`config.mk`:
```
export PLATFORM = sky130hd
export DESIGN_NAME = lsu_ctrl_flat
export DESIGN_NICKNAME = d
export VERILOG_FILES = /design/src/rtl/lsu_ctrl_if.sv /design/src/rtl/lsu_ctrl.sv /design/src/flat_wrapper.sv
export SDC_FILE = /design/constraint.sdc
export NUM_CORES = 1
export LEC_CHECK = 0
export CORE_ASPECT_RATIO = 0.5
export CORE_MARGIN = 5
export CORE_UTILIZATION = 45
export DETAILED_ROUTE_END_ITERATION = 12
export PLACE_DENSITY = 0.82
export SLEW_MARGIN = 20
export SYNTH_ARGS = -nofsm -noshare
export SYNTH_HDL_FRONTEND = slang
export SYNTH_SLANG_ARGS = --single-unit
```
`constraint.sdc`:
```
create_clock -name clk -period 5.6 [get_ports clk]
set_clock_uncertainty 0.05 [all_clocks]
set_input_delay 1.12 -clock clk [delete_from_list [all_inputs] [get_ports clk]]
set_output_delay 1.12 -clock clk [all_outputs]
set_load 0.1 [all_outputs]
```
`src/rtl/lsu_ctrl_if.sv`:
```
// Single-port data bus between the load/store sequencer and data memory.
interface lsu_ctrl_if;
    logic        mem_req;
    logic        mem_we;
    logic [31:0] mem_addr;
    logic [3:0]  mem_wstrb;
    logic [31:0] mem_wdata;
    logic        mem_gnt;
    logic        mem_rvalid;
    logic [31:0] mem_rdata;

    modport master (
        output mem_req, mem_we, mem_addr, mem_wstrb, mem_wdata,
        input  mem_gnt, mem_rvalid, mem_rdata
    );
    modport slave (
        input  mem_req, mem_we, mem_addr, mem_wstrb, mem_wdata,
        output mem_gnt, mem_rvalid, mem_rdata
    );
endinterface

```
`src/rtl/lsu_ctrl.sv`:
```
// MEM-stage load/store sequencer: one access at a time onto a single-port bus,
// with stall, lane handling, access faults and a bus timeout.
module lsu_ctrl #(
    parameter int TIMEOUT = 255,
    parameter int CNT_W   = 8
) (
    input  logic              clk,
    input  logic              rst,
    input  logic              ex_valid,
    input  logic              ex_is_load,
    input  logic              ex_is_store,
    input  logic [2:0]        ex_funct3,
    input  logic [31:0]       ex_addr,
    input  logic [31:0]       ex_wdata,
    input  logic [4:0]        ex_rd,
    output logic              stall,
    lsu_ctrl_if.master        bus,
    output logic              wb_valid,
    output logic [4:0]        wb_rd,
    output logic [2:0]        wb_funct3,
    output logic [31:0]       wb_ldata,
    output logic              lsu_exc,
    output logic [1:0]        exc_cause,
    output logic [31:0]       exc_addr
);
    typedef enum logic [1:0] {IDLE, REQ, WAIT, DONE} state_t;

    state_t           state, state_nx;
    logic [31:0]      addr_q, wdata_q;
    logic [2:0]       f3_q;
    logic [4:0]       rd_q;
    logic [3:0]       wstrb_q;
    logic             we_q, tmo_q;
    logic [CNT_W-1:0] cnt;

    logic             access, illegal, misal, go, tmo_hit;
    logic [3:0]       strb_nx;
    logic [31:0]      wdata_nx;

    // rst gates the IDLE decode so stall and faults drop as soon as reset rises
    assign access  = ex_valid && (ex_is_load || ex_is_store) && !rst;
    assign illegal = (ex_is_load && ex_is_store)
                  || (ex_is_load && (ex_funct3 == 3'b011 || ex_funct3 == 3'b110 || ex_funct3 == 3'b111))
                  || (ex_is_store && !(ex_funct3 == 3'b000 || ex_funct3 == 3'b001 || ex_funct3 == 3'b010));
    assign misal   = (ex_funct3[1:0] == 2'b01 && ex_addr[0])
                  || (ex_funct3[1:0] == 2'b10 && ex_addr[1:0] != 2'b00);
    assign go      = access && !illegal && !misal;
    assign tmo_hit = (TIMEOUT != 0) && (cnt == CNT_W'(TIMEOUT - 1));

    always_comb begin
        wdata_nx = ex_wdata;
        strb_nx  = 4'b1111;
        case (ex_funct3[1:0])
            2'b00:   begin wdata_nx = {4{ex_wdata[7:0]}};  strb_nx = 4'b0001 << ex_addr[1:0]; end
            2'b01:   begin wdata_nx = {2{ex_wdata[15:0]}}; strb_nx = 4'b0011 << ex_addr[1:0]; end
            default: ;
        endcase
        if (!ex_is_store) strb_nx = 4'b0000;
    end

    always_ff @(posedge clk or posedge rst) begin
        if (rst) state <= IDLE;
        else     state <= state_nx;
    end

    always_comb begin
        state_nx      = state;
        stall         = 1'b0;
        bus.mem_req   = 1'b0;
        bus.mem_we    = 1'b0;
        bus.mem_addr  = '0;
        bus.mem_wstrb = '0;
        bus.mem_wdata = '0;
        wb_valid      = 1'b0;
        lsu_exc       = 1'b0;
        exc_cause     = 2'b00;
        exc_addr      = '0;
        case (state)
            IDLE: if (access) begin
                if (illegal || misal) begin
                    lsu_exc   = 1'b1;
                    exc_cause = illegal ? 2'b10 : 2'b01;
                    exc_addr  = ex_addr;
                end else begin
                    stall    = 1'b1;
                    state_nx = REQ;
                end
            end
            REQ: begin
                stall         = 1'b1;
                bus.mem_req   = 1'b1;
                bus.mem_we    = we_q;
                bus.mem_addr  = {addr_q[31:2], 2'b00};
                bus.mem_wstrb = wstrb_q;
                bus.mem_wdata = wdata_q;
                if (bus.mem_gnt) state_nx = we_q ? DONE : WAIT;
                else if (tmo_hit) state_nx = DONE;
            end
            WAIT: begin
                stall = 1'b1;
                if (bus.mem_rvalid || tmo_hit) state_nx = DONE;
            end
            DONE: begin
                state_nx = IDLE;
                wb_valid = !we_q && !tmo_q;
                if (tmo_q) begin
                    lsu_exc   = 1'b1;
                    exc_cause = 2'b11;
                    exc_addr  = addr_q;
                end
            end
            default: state_nx = IDLE;
        endcase
    end

    always_ff @(posedge clk or posedge rst) begin
        if (rst) begin
            addr_q    <= '0;
            wdata_q   <= '0;
            f3_q      <= '0;
            rd_q      <= '0;
            wstrb_q   <= '0;
            we_q      <= 1'b0;
            tmo_q     <= 1'b0;
            cnt       <= '0;
            wb_rd     <= '0;
            wb_funct3 <= '0;
            wb_ldata  <= '0;
        end else begin
            case (state)
                IDLE: if (go) begin
                    addr_q  <= ex_addr;
                    wdata_q <= wdata_nx;
                    f3_q    <= ex_funct3;
                    rd_q    <= ex_rd;
                    wstrb_q <= strb_nx;
                    we_q    <= ex_is_store;
                    tmo_q   <= 1'b0;
                    cnt     <= '0;
                end
                REQ: begin
                    if (bus.mem_gnt)  cnt   <= '0;
                    else if (tmo_hit) tmo_q <= 1'b1;
                    else              cnt   <= cnt + 1'b1;
                end
                WAIT: begin
                    if (bus.mem_rvalid) begin
                        wb_ldata  <= bus.mem_rdata >> {addr_q[1:0], 3'b000};
                        wb_rd     <= rd_q;
                        wb_funct3 <= f3_q;
                    end else if (tmo_hit) tmo_q <= 1'b1;
                    else                  cnt   <= cnt + 1'b1;
                end
                default: ;
            endcase
        end
    end
endmodule

```
`src/flat_wrapper.sv`:
```
// flat-port wrapper written by rule: the top's interface ports become plain ports
module lsu_ctrl_flat 
#(
    parameter int TIMEOUT = 255,
    parameter int CNT_W   = 8
)
  (clk, rst, ex_valid, ex_is_load, ex_is_store, ex_funct3, ex_addr, ex_wdata, ex_rd, stall, wb_valid, wb_rd, wb_funct3, wb_ldata, lsu_exc, exc_cause, exc_addr, bus_mem_req, bus_mem_we, bus_mem_addr, bus_mem_wstrb, bus_mem_wdata, bus_mem_gnt, bus_mem_rvalid, bus_mem_rdata);
  lsu_ctrl_if bus_i ();
  input  logic clk;
  input  logic rst;
  input  logic ex_valid;
  input  logic ex_is_load;
  input  logic ex_is_store;
  input  logic [2:0] ex_funct3;
  input  logic [31:0] ex_addr;
  input  logic [31:0] ex_wdata;
  input  logic [4:0] ex_rd;
  output logic stall;
  output logic wb_valid;
  output logic [4:0] wb_rd;
  output logic [2:0] wb_funct3;
  output logic [31:0] wb_ldata;
  output logic lsu_exc;
  output logic [1:0] exc_cause;
  output logic [31:0] exc_addr;
  output wire logic [$bits(bus_i.mem_req)-1:0] bus_mem_req;
  output wire logic [$bits(bus_i.mem_we)-1:0] bus_mem_we;
  output wire logic [$bits(bus_i.mem_addr)-1:0] bus_mem_addr;
  output wire logic [$bits(bus_i.mem_wstrb)-1:0] bus_mem_wstrb;
  output wire logic [$bits(bus_i.mem_wdata)-1:0] bus_mem_wdata;
  input wire logic [$bits(bus_i.mem_gnt)-1:0] bus_mem_gnt;
  input wire logic [$bits(bus_i.mem_rvalid)-1:0] bus_mem_rvalid;
  input wire logic [$bits(bus_i.mem_rdata)-1:0] bus_mem_rdata;
  assign bus_mem_req = bus_i.mem_req;
  assign bus_mem_we = bus_i.mem_we;
  assign bus_mem_addr = bus_i.mem_addr;
  assign bus_mem_wstrb = bus_i.mem_wstrb;
  assign bus_mem_wdata = bus_i.mem_wdata;
  assign bus_i.mem_gnt = bus_mem_gnt;
  assign bus_i.mem_rvalid = bus_mem_rvalid;
  assign bus_i.mem_rdata = bus_mem_rdata;
  lsu_ctrl #(.TIMEOUT(TIMEOUT), .CNT_W(CNT_W)) u_core (.clk(clk), .rst(rst), .ex_valid(ex_valid), .ex_is_load(ex_is_load), .ex_is_store(ex_is_store), .ex_funct3(ex_funct3), .ex_addr(ex_addr), .ex_wdata(ex_wdata), .ex_rd(ex_rd), .stall(stall), .bus(bus_i), .wb_valid(wb_valid), .wb_rd(wb_rd), .wb_funct3(wb_funct3), .wb_ldata(wb_ldata), .lsu_exc(lsu_exc), .exc_cause(exc_cause), .exc_addr(exc_addr));
endmodule
```
==> results of run 1 <==
==> registers in the layout, indices dropped and copies added (netlist names) <==
signal / count
u_core.state: 2
u_core.we_q: 1
u_core.f3_q: 3
u_core.wdata_q: 32
u_core.wstrb_q: 4
u_core.tmo_q: 1
u_core.cnt: 8
u_core.addr_q: 32
u_core.wb_rd: 5
u_core.wb_funct3: 3
u_core.wb_ldata: 32
u_core.rd_q: 5
==> path summary, 6_finish.rpt <==
kind                       slack (ns)           endpoint
setup / recovery                 0.98       exc_addr[23]
hold / removal                   0.42  u_core.wdata_q[3]
setup reg to reg                 2.95   u_core.addr_q[2]
hold reg to reg                  0.42  u_core.wdata_q[3]
max in group asynchronous        3.34     u_core.rd_q[0]
min in group asynchronous        1.18     u_core.rd_q[2]
==> area by class of cell <==
cell class | count | area share, %
Clock buffer | 19 | 4.342
Clock inverter | 13 | 1.775
Inverter | 6 | 0.2399
Multi-Input combinational cell | 561 | 31.92
Sequential cell | 128 | 30.71
Tap cell | 198 | 2.375
Timing Repair Buffer | 265 | 28.64
==> power breakdown <==
group / switching (W) / internal (W)
sequential: 0.000243 / 0.00130
clock: 0.000419 / 0.000769
combinational: 0.00287 / 0.000992
total: 0.00353 / 0.00307
==> worst max-delay path, cell delays in order <==
cell and delay (ns):
clkdlybuf4s50_1 0.66, a21oi_1 0.12, or3_1 0.53, a21oi_2 0.45
a22oi_1 0.14, nor2_1 0.22, buf_12 0.21
==> cell usage after synthesis (all sizes together), types with 3 or more instances <==
master	count
a211oi	10
a21oi	40
a22o	31
a22oi	9
a31o	4
a31oi	4
and2	70
buf	24
clkbuf	31
dfrtp	128
ha	6
inv	6
mux2	17
mux2i	42
nand2	194
nand3	3
nor2	34
nor2b	13
nor3	4
o21ai	53
==> cells by family (layout without fill, tap and decap cells) <==
group,after synthesis,after routing
AO/OA/AOI/OAI,166,166
adder cells (fa/ha/maj),6,6
buffers and inverters,61,303
flip-flops,128,128
multiplexers,59,59
other,1,2
AND/OR/NAND/NOR,328,328
==> layer usage <==
metal	up-vias	track usage, %	part of all wire [%]
met5	-	0	0
met4	0	9.313	2.8
met3	50	4.798	5.8
met2	213	41.99	51
met1	3094	29.05	40
li1	2995	-	-
==> per-stage QoR <==
| step | power, W | setup slack, ns |
|---|---|---|
| after floorplan | 0.004428 | 0.7044 |
| after global placement | 0.005350 | 1.095 |
| after detailed placement | 0.005414 | 0.9903 |
| after CTS | 0.006612 | 0.9895 |
| after global routing | 0.006879 | 0.8184 |
| final | 0.006596 | 0.9758 |
==> impl_metrics.py, run 1 <==
metrics = {
    "worst_setup_path": {
        "reg2regPathDepth": 7,
        "end_kind": "output port",
        "path_class": "in2out",
        "r2r-start": "u_core.state[0]",
        "critPathRequiredTime_ns": 4.43,
        "worstSetupStartpoint": "ex_is_store",
        "arrival_ns": 3.45,
        "cp_max_fo": 10,
        "start_kind": "input port",
    },
    "timing": {
        "tightest_slew_ns": 1.036,
        "fin_hold_ws_ns": 0.4217,
        "finalMaxSlewViolations": 0,
        "hold_viol": 0,
        "rsz0062_at_grt": "false",
        "fin_crit_sh_pct": 82.57,
        "setup_viol": 0,
        "fin_crit_ns": 4.624,
        "fmax_ghz": 0.2163,
        "setup_tns_ns": 0,
        "slew_headroom_pct": 30.72,
    },
    "final_layout": {
        "final_core_util_pct": 71.34,
        "multi_input_area_um2": 3329,
        "nets": 1096,
        "diodes": 0,
        "fin_cells": 1190,
        "final.fill_count": 1070,
        "final_cell_mix": "219 x clkdlybuf4s50_1, 194 x nand2_1, 128 x dfrtp_1",
        "fin_area_um2": 10430,
        "syn2layout_area_growth_pct": 53.34,
        "layout-drive-gt1-share_pct": 11.29,
        "seqCellArea_um2": 3203,
        "final_common_cell": "clkdlybuf4s50_1",
    },
    "hold_path": {
        "hold_class": "reg2reg",
        "hp-start": "u_core.wdata_q[3]",
        "holdPathStages": 2,
    },
    "synthesis": {
        "synthAdderAreaFrac_pct": 1.104,
        "yosys_register_bits": 128,
        "synth_warnings": 0,
        "async_flop_share_pct": 100.0,
        "synth_compound_area_share_pct": 16.26,
        "synthTopCellsByArea": "dfrtp_1 47%, nand2_1 11%, and2_1 6.4%, mux2i_1 6.2%, a22o_1 4.0%",
        "syn-cell-area_um2": 6803,
        "synth-edff-count": 0,
        "syn_avg_cell_area_um2": 9.082,
        "yosysSeqAreaShare_pct": 47.08,
        "synth_top_flop_cell": "dfrtp_1",
        "ys_types": 50,
        "syn_inst": 749,
        "synth-simple-area-share_pct": 22.02,
        "yosysTopAreaCellShare_pct": 47.08,
        "synth_xor_area_share_pct": 0,
        "synth_top_family_by_area": "simple AND/OR/NAND/NOR gates",
        "synth_top_area_cell": "dfrtp_1",
        "synthMuxAreaShare_pct": 8.994,
    },
    "place": {
        "placed_cells": 1158,
        "dp_hpwl_um": 15920,
        "io_buffers": 255,
        "gp_congestion": 0.8793,
        "placed_area_um2": 9778,
    },
    "floorplan": {
        "die_x_um": 183.9,
        "dieArea_um2": 17830,
        "core_area_um2": 14620,
        "start_util_pct": 46.52,
        "fp.dieH_um": 96.94,
        "ios": 258,
        "rows": 31,
    },
    "global_routing": {
        "grt_pass1_vias": 6608,
        "overflow": 0,
        "grt_pass1_wl_um": 34760,
        "grt_max_degree": 106,
        "antenna_found_initial": 0,
        "grt_usage_pct": 23.98,
    },
    "clocking": {
        "cts_root_buf": "clkbuf_16",
        "hold_buffers": 0,
        "cts_max_path_buffers": 2,
        "cts_tree": "done",
        "cts_setup_buffers": 0,
        "clkLatencyLatePin_ns": 0.40,
        "cts_made_buffers": 17,
        "cts_resized": 0,
        "cts.sinks": 128,
        "htree_levels": 4,
        "path_clk_slew_ns": 0.06,
    },
    "pwr": {
        "power.leakage_nw": 4.633,
        "irDropWorstVdd_uv": 322.1,
        "powerDensity_nw_per_um2": 632.3,
    },
    "run": {
        "max_cap_viol_count": 0,
    },
    "routing": {
        "drtIter0Drc": 336,
        "routed_via_density": 5.338,
        "drc": 0,
        "dr.pass1.iters": 5,
        "avgRoutedWirePerCell_um": 18.21,
        "postRouteAntennaNets": 0,
        "wl_um": 21660,
        "vias": 6352,
    },
    "run_status": {
        "outcome": "complete, no violations",
    },
}
No activity file was read; power rests on OpenSTA's default activity.
==> run 2: changes to the inputs <==
==> constraint.sdc (replaced) <==
create_clock -name clk -period 4.4 [get_ports clk]
set_clock_uncertainty 0.05 [all_clocks]
set_input_delay 0.88 -clock clk [delete_from_list [all_inputs] [get_ports clk]]
set_output_delay 0.88 -clock clk [all_outputs]
set_load 0.1 [all_outputs]
==> run 2 against run 1 <==
Via count down 0.91%. Critical path type unchanged. Sequential cell count unchanged. Largest power group unchanged. Critical endpoint is now exc_addr[18]. Die area unchanged.
==> impl_metrics.py, run 2 (synthesis results as in run 1) <==
metrics = {
    "routing": {
        "postRouteAntennaNets": 0,
        "drc": 0,
        "dr.pass1.iters": 5,
        "routed_via_density": 5.285,
        "drtIter0Drc": 341,
        "wl_um": 21370,
        "vias": 6294,
        "avgRoutedWirePerCell_um": 17.95,
    },
    "worst_setup_path": {
        "cp_max_fo": 10,
        "arrival_ns": 3.22,
        "start_kind": "input port",
        "critPathRequiredTime_ns": 3.47,
        "path_class": "in2out",
        "end_kind": "output port",
    },
    "clocking": {
        "cts_tree": "done",
        "clkLatencyLatePin_ns": 0.41,
        "cts.sinks": 128,
        "cts_resized": 0,
        "hold_buffers": 0,
        "cts_made_buffers": 17,
        "path_clk_slew_ns": 0.05,
        "cts_setup_buffers": 0,
        "cts_max_path_buffers": 2,
        "htree_levels": 4,
        "cts_root_buf": "clkbuf_16",
    },
    "global_routing": {
        "globalRouteMet1Util_pct": 29.57,
        "antenna_found_initial": 0,
        "grt_usage_pct": 23.70,
        "grt_max_degree": 106,
        "use_met2_pct": 41.21,
        "busiest_layer": "met2",
        "overflow": 0,
        "grt_use_met3_pct": 4.948,
        "grt_pass1_wl_um": 34430,
        "grt_pass1_vias": 6468,
    },
    "timing": {
        "fmax_ghz": 0.2411,
        "fin_crit_sh_pct": 94.25,
        "worst_slack_ns": 0.2529,
        "slew_headroom_pct": 31.07,
        "hold_viol": 0,
        "setup_viol": 0,
        "setup_tns_ns": 0,
        "fin_crit_ns": 4.147,
        "finalMaxSlewViolations": 0,
        "rsz0062_at_grt": "false",
        "tightest_slew_ns": 1.031,
    },
    "final_layout": {
        "final_cell_mix": "194 x nand2_1, 151 x clkdlybuf4s50_1, 128 x dfrtp_1",
        "diodes": 0,
        "largestRegisters": "u_core.addr_q x32, u_core.wb_ldata x32, u_core.wdata_q x32",
        "final_common_cell": "nand2_1",
        "fin_cells": 1191,
        "fin_area_um2": 10280,
        "nets": 1098,
        "layout-drive-gt1-share_pct": 18.23,
        "syn2layout_area_growth_pct": 51.19,
    },
    "floorplan": {
        "dieArea_um2": 17830,
        "rows": 31,
        "ios": 258,
        "start_util_pct": 46.52,
        "fp.dieH_um": 96.94,
        "core_area_um2": 14620,
        "die_x_um": 183.9,
    },
    "pwr": {
        "powerDensity_nw_per_um2": 812.4,
        "p_switching_w": 0.004501,
        "power.leakage_nw": 4.782,
        "clkPwrFrac_pct": 18.0,
        "irDropWorstVdd_uv": 346.0,
        "p_seq_share_pct": 23.6,
        "p_sw_share_pct": 53.87,
        "internal_power_w": 0.003855,
        "combPwrFrac_pct": 58.4,
    },
    "place": {
        "dp_hpwl_um": 15750,
        "pre_cts_ws_ns": 0.2736,
        "io_buffers": 255,
        "placed_cells": 1160,
        "placed_area_um2": 9638,
        "gp_congestion": 0.8778,
    },
    "run": {
        "max_cap_viol_count": 0,
    },
    "run_status": {
        "outcome": "complete, no violations",
    },
    "hold_path": {
        "hold_class": "reg2reg",
    },
}
[run 2: cell types whose count changed in the layout (fill, tap and decap cells not counted), sizes merged]
cell           previous run  this run
clkinvlp                  5         2
clkdlybuf4s50           219       151
clkinv                    3         5
buf                      46       116
[run 2: metrics by stage]
stage	utilization [%]	total power [W]	hold WS [ns]
after floorplan	-	0.005637	0.3874
after global placement	65.91	0.006774	0.4024
after detailed placement	65.91	0.006858	0.4081
after CTS	70.27	0.008389	0.4231
after global routing	70.33	0.008728	0.4528
final	70.33	0.008356	0.4152
[run 2: final cells by class]
cell class,count,area [µm²]
Inverter,6,25.02
Clock buffer,19,452.9
Multi-Input combinational cell,561,3327
Clock inverter,12,183.9
Timing Repair Buffer,267,2845
Fill cell,1080,4338
Sequential cell,128,3203
Tap cell,198,247.7
[run 2: worst paths after layout]
kind	startpoint	endpoint	slack, ns	cells past startpoint
worst min register to register	u_core.rd_q[3]	u_core.rd_q[3]	0.42	2
worst max register to register	u_core.state[1]	u_core.addr_q[13]	1.77	7
worst max-delay path	ex_is_store	exc_addr[18]	0.25	7
max in group asynchronous	rst	u_core.addr_q[14]	2.54	3
min in group asynchronous	rst	u_core.wb_rd[2]	0.95	2
worst min-delay path	u_core.rd_q[3]	u_core.rd_q[3]	0.42	2
[run 2: power by group through the flow]
stage	clock network (W)	registers (W)	logic, W
detailed placement	0	0.00198	0.00488
floorplan	0	0.00309	0.00254
CTS	0.00153	0.00197	0.00490
global placement	0	0.00196	0.00482
global route	0.00160	0.00203	0.00510
finish	0.00150	0.00198	0.00488
[run 2: critical path, stage by stage]
cell	delay [ns]
clkdlybuf4s50_1	0.66
a21oi_1	0.11
or3_1	0.51
a21oi_2	0.45
a22oi_1	0.15
nor2_1	0.23
buf_12	0.21
[run 2: layer usage]
metal | vias to the layer above | share of wire [%]
li1 | 3004 | -
met1 | 3051 | 41
met2 | 211 | 51
met3 | 28 | 6.2
met4 | 0 | 1.9
met5 | - | 0
